## src/rtl/game_pkg.sv

```systemverilog
// Shared constants for the vertical-scroll game: screen geometry, platform packing, layout hash.
// Also provides the screen-index helper used by the platform generator.
package game_pkg;

  localparam int N_PLAT    = 7;
  localparam int POS_W     = 14;
  localparam int LEN_W     = 4;
  localparam int CAM_W     = 5;
  localparam int N_SCREENS = 32;
  localparam int SCREEN_H  = 480;
  localparam int PLAY_X0   = 120;
  localparam int PLAY_W    = 400;
  localparam int BLOCK_PX  = 16;

  localparam logic [15:0] HASH_MUL = 16'd40503;
  localparam logic [15:0] HASH_XOR = 16'hA5C3;

  localparam logic [POS_W-1:0] PLAT_Y0 = 14'd32;

  // Compare chain against k*SCREEN_H; the last threshold passed wins, so the result saturates.
  function automatic logic [CAM_W-1:0] screen_of(input logic [POS_W-1:0] y);
    logic [CAM_W-1:0] s;
    s = '0;
    for (int k = 1; k < N_SCREENS; k++) begin
      if (y >= POS_W'(k * SCREEN_H)) s = CAM_W'(k);
    end
    return s;
  endfunction

endpackage

```

## src/rtl/block_gen_slot.sv

```systemverilog
// Combinational layout of one platform slot on a given screen: hashed x and length, fixed y.
// Same (level, slot) always yields the same platform, so revisited screens look identical.
module block_gen_slot
  import game_pkg::*;
(
  input  logic [CAM_W-1:0] level_i,
  input  logic [2:0]       slot_i,
  output logic [POS_W-1:0] x_o,
  output logic [POS_W-1:0] y_o,
  output logic [LEN_W-1:0] len_o
);

  logic [7:0]  v;
  logic [7:0]  h_hi;
  logic [2:0]  h_lo;

  assign v = {level_i, slot_i};

  // Only h[15:8] and h[2:0] are consumed; both come from the 16-bit truncated product.
  assign h_hi = 8'(({8'b0, v} * HASH_MUL) >> 8) ^ HASH_XOR[15:8];
  assign h_lo = 3'({8'b0, v} * HASH_MUL) ^ HASH_XOR[2:0];

  assign x_o   = {6'b0, h_hi};
  assign len_o = 4'd2 + {1'b0, h_lo};
  assign y_o   = PLAT_Y0 + {{(POS_W-9){1'b0}}, slot_i, 6'b0};

endmodule

```

## src/rtl/block_gen.sv

```systemverilog
// Platform layout generator: character height -> screen index (1 clk) -> seven platform slots (2 clk).
// No handshake; abs_char_y is sampled every cycle and outputs hold while the screen index is stable.
module block_gen
  import game_pkg::*;
(
  input  logic                      sys_clk,
  input  logic                      sys_rst_n,
  input  logic [POS_W-1:0]          abs_char_y,
  output logic [CAM_W-1:0]          camera_y,
  output logic [N_PLAT*POS_W-1:0]   plat_relative_x,
  output logic [N_PLAT*POS_W-1:0]   plat_relative_y,
  output logic [N_PLAT*LEN_W-1:0]   plat_len
);

  logic [CAM_W-1:0]        camera_d, camera_q;
  logic [N_PLAT*POS_W-1:0] x_d, x_q;
  logic [N_PLAT*POS_W-1:0] y_d, y_q;
  logic [N_PLAT*LEN_W-1:0] len_d, len_q;

  assign camera_d = screen_of(abs_char_y);

  // Stage 2 works off the registered index, so the layout trails camera_y by one clock.
  for (genvar g = 0; g < N_PLAT; g++) begin : g_slot
    block_gen_slot u_slot (
      .level_i (camera_q),
      .slot_i  (3'(g)),
      .x_o     (x_d[POS_W*g +: POS_W]),
      .y_o     (y_d[POS_W*g +: POS_W]),
      .len_o   (len_d[LEN_W*g +: LEN_W])
    );
  end

  always_ff @(posedge sys_clk or negedge sys_rst_n) begin
    if (!sys_rst_n) begin
      camera_q <= '0;
      x_q      <= '0;
      y_q      <= '0;
      len_q    <= '0;
    end else begin
      camera_q <= camera_d;
      x_q      <= x_d;
      y_q      <= y_d;
      len_q    <= len_d;
    end
  end

  assign camera_y        = camera_q;
  assign plat_relative_x = x_q;
  assign plat_relative_y = y_q;
  assign plat_len        = len_q;

endmodule

```

## config.mk

```make
export PLATFORM = sky130hd
export DESIGN_NAME = block_gen
export DESIGN_NICKNAME = d
export VERILOG_FILES = /design/src/rtl/game_pkg.sv /design/src/rtl/block_gen_slot.sv /design/src/rtl/block_gen.sv
export SDC_FILE = /design/constraint.sdc
export NUM_CORES = 1
export LEC_CHECK = 0
export CAP_MARGIN = 20
export CORE_MARGIN = 4
export CORE_UTILIZATION = 48
export DETAILED_ROUTE_END_ITERATION = 8
export PLACE_DENSITY_LB_ADDON = 0.3
export SYNTH_ARGS = -nofsm -noshare
export SYNTH_HDL_FRONTEND = slang
export SYNTH_SLANG_ARGS = --single-unit
```

## constraint.sdc

```tcl
create_clock -name sys_clk -period 6.1 [get_ports sys_clk]
set_input_delay 1.22 -clock sys_clk [delete_from_list [all_inputs] [get_ports sys_clk]]
set_output_delay 1.22 -clock sys_clk [all_outputs]
set_load 0.02 [all_outputs]
```

### Word-level counts from Yosys, hierarchy flattened

Cells that the tools add are included.
Widths: inputs -> output; s select.

| word-level totals | value |
|---|---|
| flip-flop bits (word level) | 88 |
| input bits | 16 |
| output and inout port bits | 229 |
| logic and storage cells | 91 |

| operators by class | value |
|---|---|
| add/sub/neg operators | 6 |
| multipliers | 7 |
| order comparisons | 31 |
| muxes and demuxes | 31 |
| bitwise operators | 12 |

Operators with widths:

| cell | number |
|---|---|
| $ge 14x14->1 const B | 14 |
| $mux 5 | 29 |
| $ge 14x13->1 const B | 9 |
| $ge 14x12->1 const B | 4 |
| $mul 8x16->16 const B | 3 |
| $mul 7x16->15 const B | 2 |
| $ge 14x11->1 const B | 2 |
| $not 4->4 | 7 |
| $add 2x3->4 const A | 6 |
| $mul 5x16->13 const B | 1 |
| $mul 6x16->14 const B | 1 |
| $ge 14x10->1 const B | 1 |
| $ge 14x9->1 const B | 1 |
| $not 2->2 | 5 |
| $mux 2 | 1 |
| $mux 1 | 1 |

### Longest topological paths before layout

| depth | value |
|---|---|
| depth in word-level cells | 32 |
| mapped depth | 16 |
| mapped depth without buffers | 16 |

### Cells and area by module

From an unflattened synthesis, not the netlist that was laid out.

| second synthesis, totals | value |
|---|---|
| cells, all modules | 1641 |
| area, all modules | 18057.3 um^2 |

Modules (own cells, without submodules):

| module | times used | cells an instance | area each (um^2) | seq. area each (um^2) |
|---|---|---|---|---|
| block_gen | 1 | 373 | 6566.3 | 5730.5 |
| block_gen_slot at g_slot[3].u_slot ... | 2 | 186 | 1666.6 | 0.0 |
| block_gen_slot at g_slot[1].u_slot | 1 | 185 | 1666.6 | 0.0 |
| block_gen_slot at g_slot[4].u_slot | 1 | 183 | 1666.6 | 0.0 |
| block_gen_slot at g_slot[2].u_slot | 1 | 181 | 1655.3 | 0.0 |
| block_gen_slot at g_slot[0].u_slot | 1 | 178 | 1596.5 | 0.0 |
| block_gen_slot at g_slot[6].u_slot | 1 | 169 | 1572.8 | 0.0 |

### Worst setup path after synthesis

OpenSTA, ideal clock, no wires.

| path | value |
|---|---|
| kind | reg2reg |
| from | register camera_q[0] (netlist: camera_y[0]) |
| to | register x_q[91] (netlist: plat_relative_x[91]) |
| library setup time | 131 ps |
| arrival time | 4392 ps |
| data required time | 5969 ps |
| slack | 1576 ps |
| stages on the path, launching flop included | 12 |
| buffers on the path | 0 |
| clock period less this slack | 4524 ps |
| cells stage by stage | dfrtp_1 inv_1 ha_1 fa_1 fa_1 ha_1 fa_1 a21o_1 o211a_1 o41ai_1 o21ai_0 xor2_1 |

| between the ends | value |
|---|---|
| longest elaborated chain between the ends | 2 |

Ends and longest elaborated chain:

| item | RTL line | source |
|---|---|---|
| start, declared | block_gen.sv:15 | `logic [CAM_W-1:0] camera_d, camera_q;` |
| start signal, assigned | block_gen.sv:40 | `camera_q <= camera_d;` |
| $mul 7x16->15 | n/a |  |
| $not 4->4 (no source line) | n/a |  |
| net g_slot[6].u_slot.x_o[7] | block_gen_slot.sv:8 | `output logic [POS_W-1:0] x_o,` |
| end signal, assigned | block_gen.sv:36 | `x_q <= '0;` |
| end signal, assigned | block_gen.sv:41 | `x_q <= x_d;` |
| end, declared | block_gen.sv:16 | `logic [N_PLAT*POS_W-1:0] x_d, x_q;` |

The timed path passes the listed nets, and every way through them passes these cells.

### Worst setup path in the final report

Ends and elaborated chain as after synthesis.

==> results.cfg <==
[status]
outcome = complete, no violations

[sta]
fin_crit_ps = 4930
skew_ps = 9.04
holdWs_ps = 1040
final.setup.tns_ps = 0
setup_ws_ps = 1170
slew_viol_final = 0
fin_crit_sh = 0.808
setup-violations-final = 0
relSlewSlack = 0.436
hold_violations = 0
fmax_mhz = 203
tightest_slew_ps = 843
grt_setup_unrepaired = no

[yosys]
async_flop_share = 1.00
ys.flop_type = dfrtp_1
synth.avg_cell_area_um2 = 8.86
yosysSeqAreaShare = 0.201
synth-edff-count = 0
postSynthCellCount = 870
synth_cell_type_count = 60
ys_warn_count = 0
netlist_area_um2 = 7710
ys_seq_elements = 62

[clock_tree]
h-tree-depth = 3
clk_pin_slew_worst_paths_ps = 60
clockBufferDepth = 2
clk_latency_ps = 330
cts.sinks = 62
tritoncts = done
cts_hold_buf = 0
cts_root_buf = clkbuf_16
ctsResizeCount = 0
cts_setup_buffers = 0
numCtsBuffers = 9

[routing]
route.detailed.wl_per_inst_um = 13.6
top_layer = met4
viasPerCell = 4.70
drc = 0
firstDrtPassIters = 4
drt_iter0_drc = 208
drt-met1-wl_mm = 6.58
met2_length_mm = 8.11
vias = 5464
wl_mm = 15.8
wl_met3_um = 995
postRouteAntennaNets = 0

[placed_design]
hpwlAfterDp_mm = 12.8
dp_slack_ps = 1220
gp_congestion = 0.884
port_buffers = 105

[setup_path]
cp.arrival_ps = 5130
start_kind = register
critPathCaptureType = register
r2r_start = camera_y[0]
path_max_fanout = 11
crit_start = camera_y[0]
crit_type = register to register
crit_required_ps = 6310

[cells_and_area]
nFillCells = 1477
final_core_util = 0.542
finalNetCount = 1113
syn_to_final_growth_pct = 11.1
drive_gt1_frac = 0.0317
n_antenna_cell = 0

[floorplan]
die_y_um = 135
rows = 46
fp.dieW_um = 135
io_pins = 245
die-area_um2 = 18200
core_um2 = 15800
initial_core_util = 0.487

[power]
ir_drop_mv = 0.232
p_total_mw = 5.01
power.density_nw_per_um2 = 585
power.leakage_nw = 4.33

[min_path]
hold_path.class = primary input to async pin

[global_route]
antenna_found_initial = 0
grt_max_degree = 63
grt_pass1_vias = 5133
grt-ovfl-total = 0
grt_use_total = 0.170
grt_pass1_wl_mm = 25.2

[job]
max_cap_violations = 0
-- layout by cell type, fill, tap and decap left out, types with 4 or more instances in the layout --
cell type,n
dfrtp_1,62
a21o_1,14
xnor2_1,45
clkbuf_16,9
conb_1,140
o21a_1,7
and3_1,4
nor2b_1,6
a211o_1,4
o21ai_0,33
nand4_1,4
ha_1,133
nor3_1,12
nand2_1,28
fa_1,23
inv_1,113
a211oi_1,6
a21oi_1,43
xor2_1,22
or2_2,4
o21bai_1,9
a31oi_1,9
nor2_1,38
clkdlybuf4s50_1,104
nand3_1,11
-- Yosys cell counts, types with 14 or more instances --
master,n,area share
inv_1,113,0.055
nand2_1,28,0.014
dfrtp_1,62,0.20
o21ai_0,33,0.021
xor2_1,22,0.025
clkbuf_1,16,0.0078
xnor2_1,45,0.051
fa_1,23,0.060
nor2_1,38,0.018
ha_1,133,0.22
a21oi_1,43,0.028
a21o_1,14,0.014
buf_4,167,0.16
-- through the flow --
step           area, um^2  instances
2_1_floorplan        8230       1008
6_report             8570       1162
5_1_grt              8570       1162
4_1_cts              8570       1162
3_3_place_gp         8240       1146
3_5_place_dp         8240       1146
-- worst max-delay path, stage by stage (launching register included) --
cell and delay (ps):
dfrtp_1 630, inv_1 410, ha_1 620, fa_1 520, fa_1 510, ha_1 270
fa_1 520, a21o_1 250, o211a_1 250, o41ai_1 450, o21ai_0 210, xor2_1 170
-- metal layers --
layer,vias up,GRT usage
li1,2716,-
met3,9,0.0238
met4,0,0.0373
met2,186,0.309
met5,-,0
met1,2553,0.214
-- cell families after synthesis --
group                    synth area share
AND/OR/NAND/NOR                    0.0776
buffers and inverters               0.226
flip-flops                          0.201
AO/OA/AOI/OAI                       0.140
XOR/XNOR                           0.0792
other                            0.000974
adder cells (fa/ha/maj)             0.276
-- sequential cells by signal, indices dropped and copies added, names as in the netlist --
signal	flops
camera_y	5
plat_len	1
plat_relative_x	56
-- layout make-up --
class	instances	area (um^2)	area share
inverters	113	424	0.0495
repair buffers	106	1050	0.123
flip-flops and latches	62	1550	0.181
multi-input cells	649	4940	0.576
clock buffers	13	270	0.0315
clock inverters	3	65.1	0.00759
well taps	216	270	0.0315
-- path summary, 6_finish.rpt --
check,to,slack [ps],cells past startpoint
setup / recovery,plat_relative_x[91],1170,11
hold / removal,plat_relative_x[90],1040,2
setup reg to reg,plat_relative_x[91],1170,11
hold reg to reg,plat_relative_x[6],1160,4
max in group asynchronous,plat_relative_x[46],4570,2
min in group sys_clk,plat_relative_x[6],1160,4
-- where the power goes --
group	total (mW)	leakage, nW	switching, mW	internal [mW]
combinational	3.72	3.45	2.07	1.64
clock	0.569	0.166	0.178	0.390
sequential	0.724	0.721	0.0571	0.667
total	5.01	4.33	2.31	2.70
No activity file was read; power rests on OpenSTA's default activity.
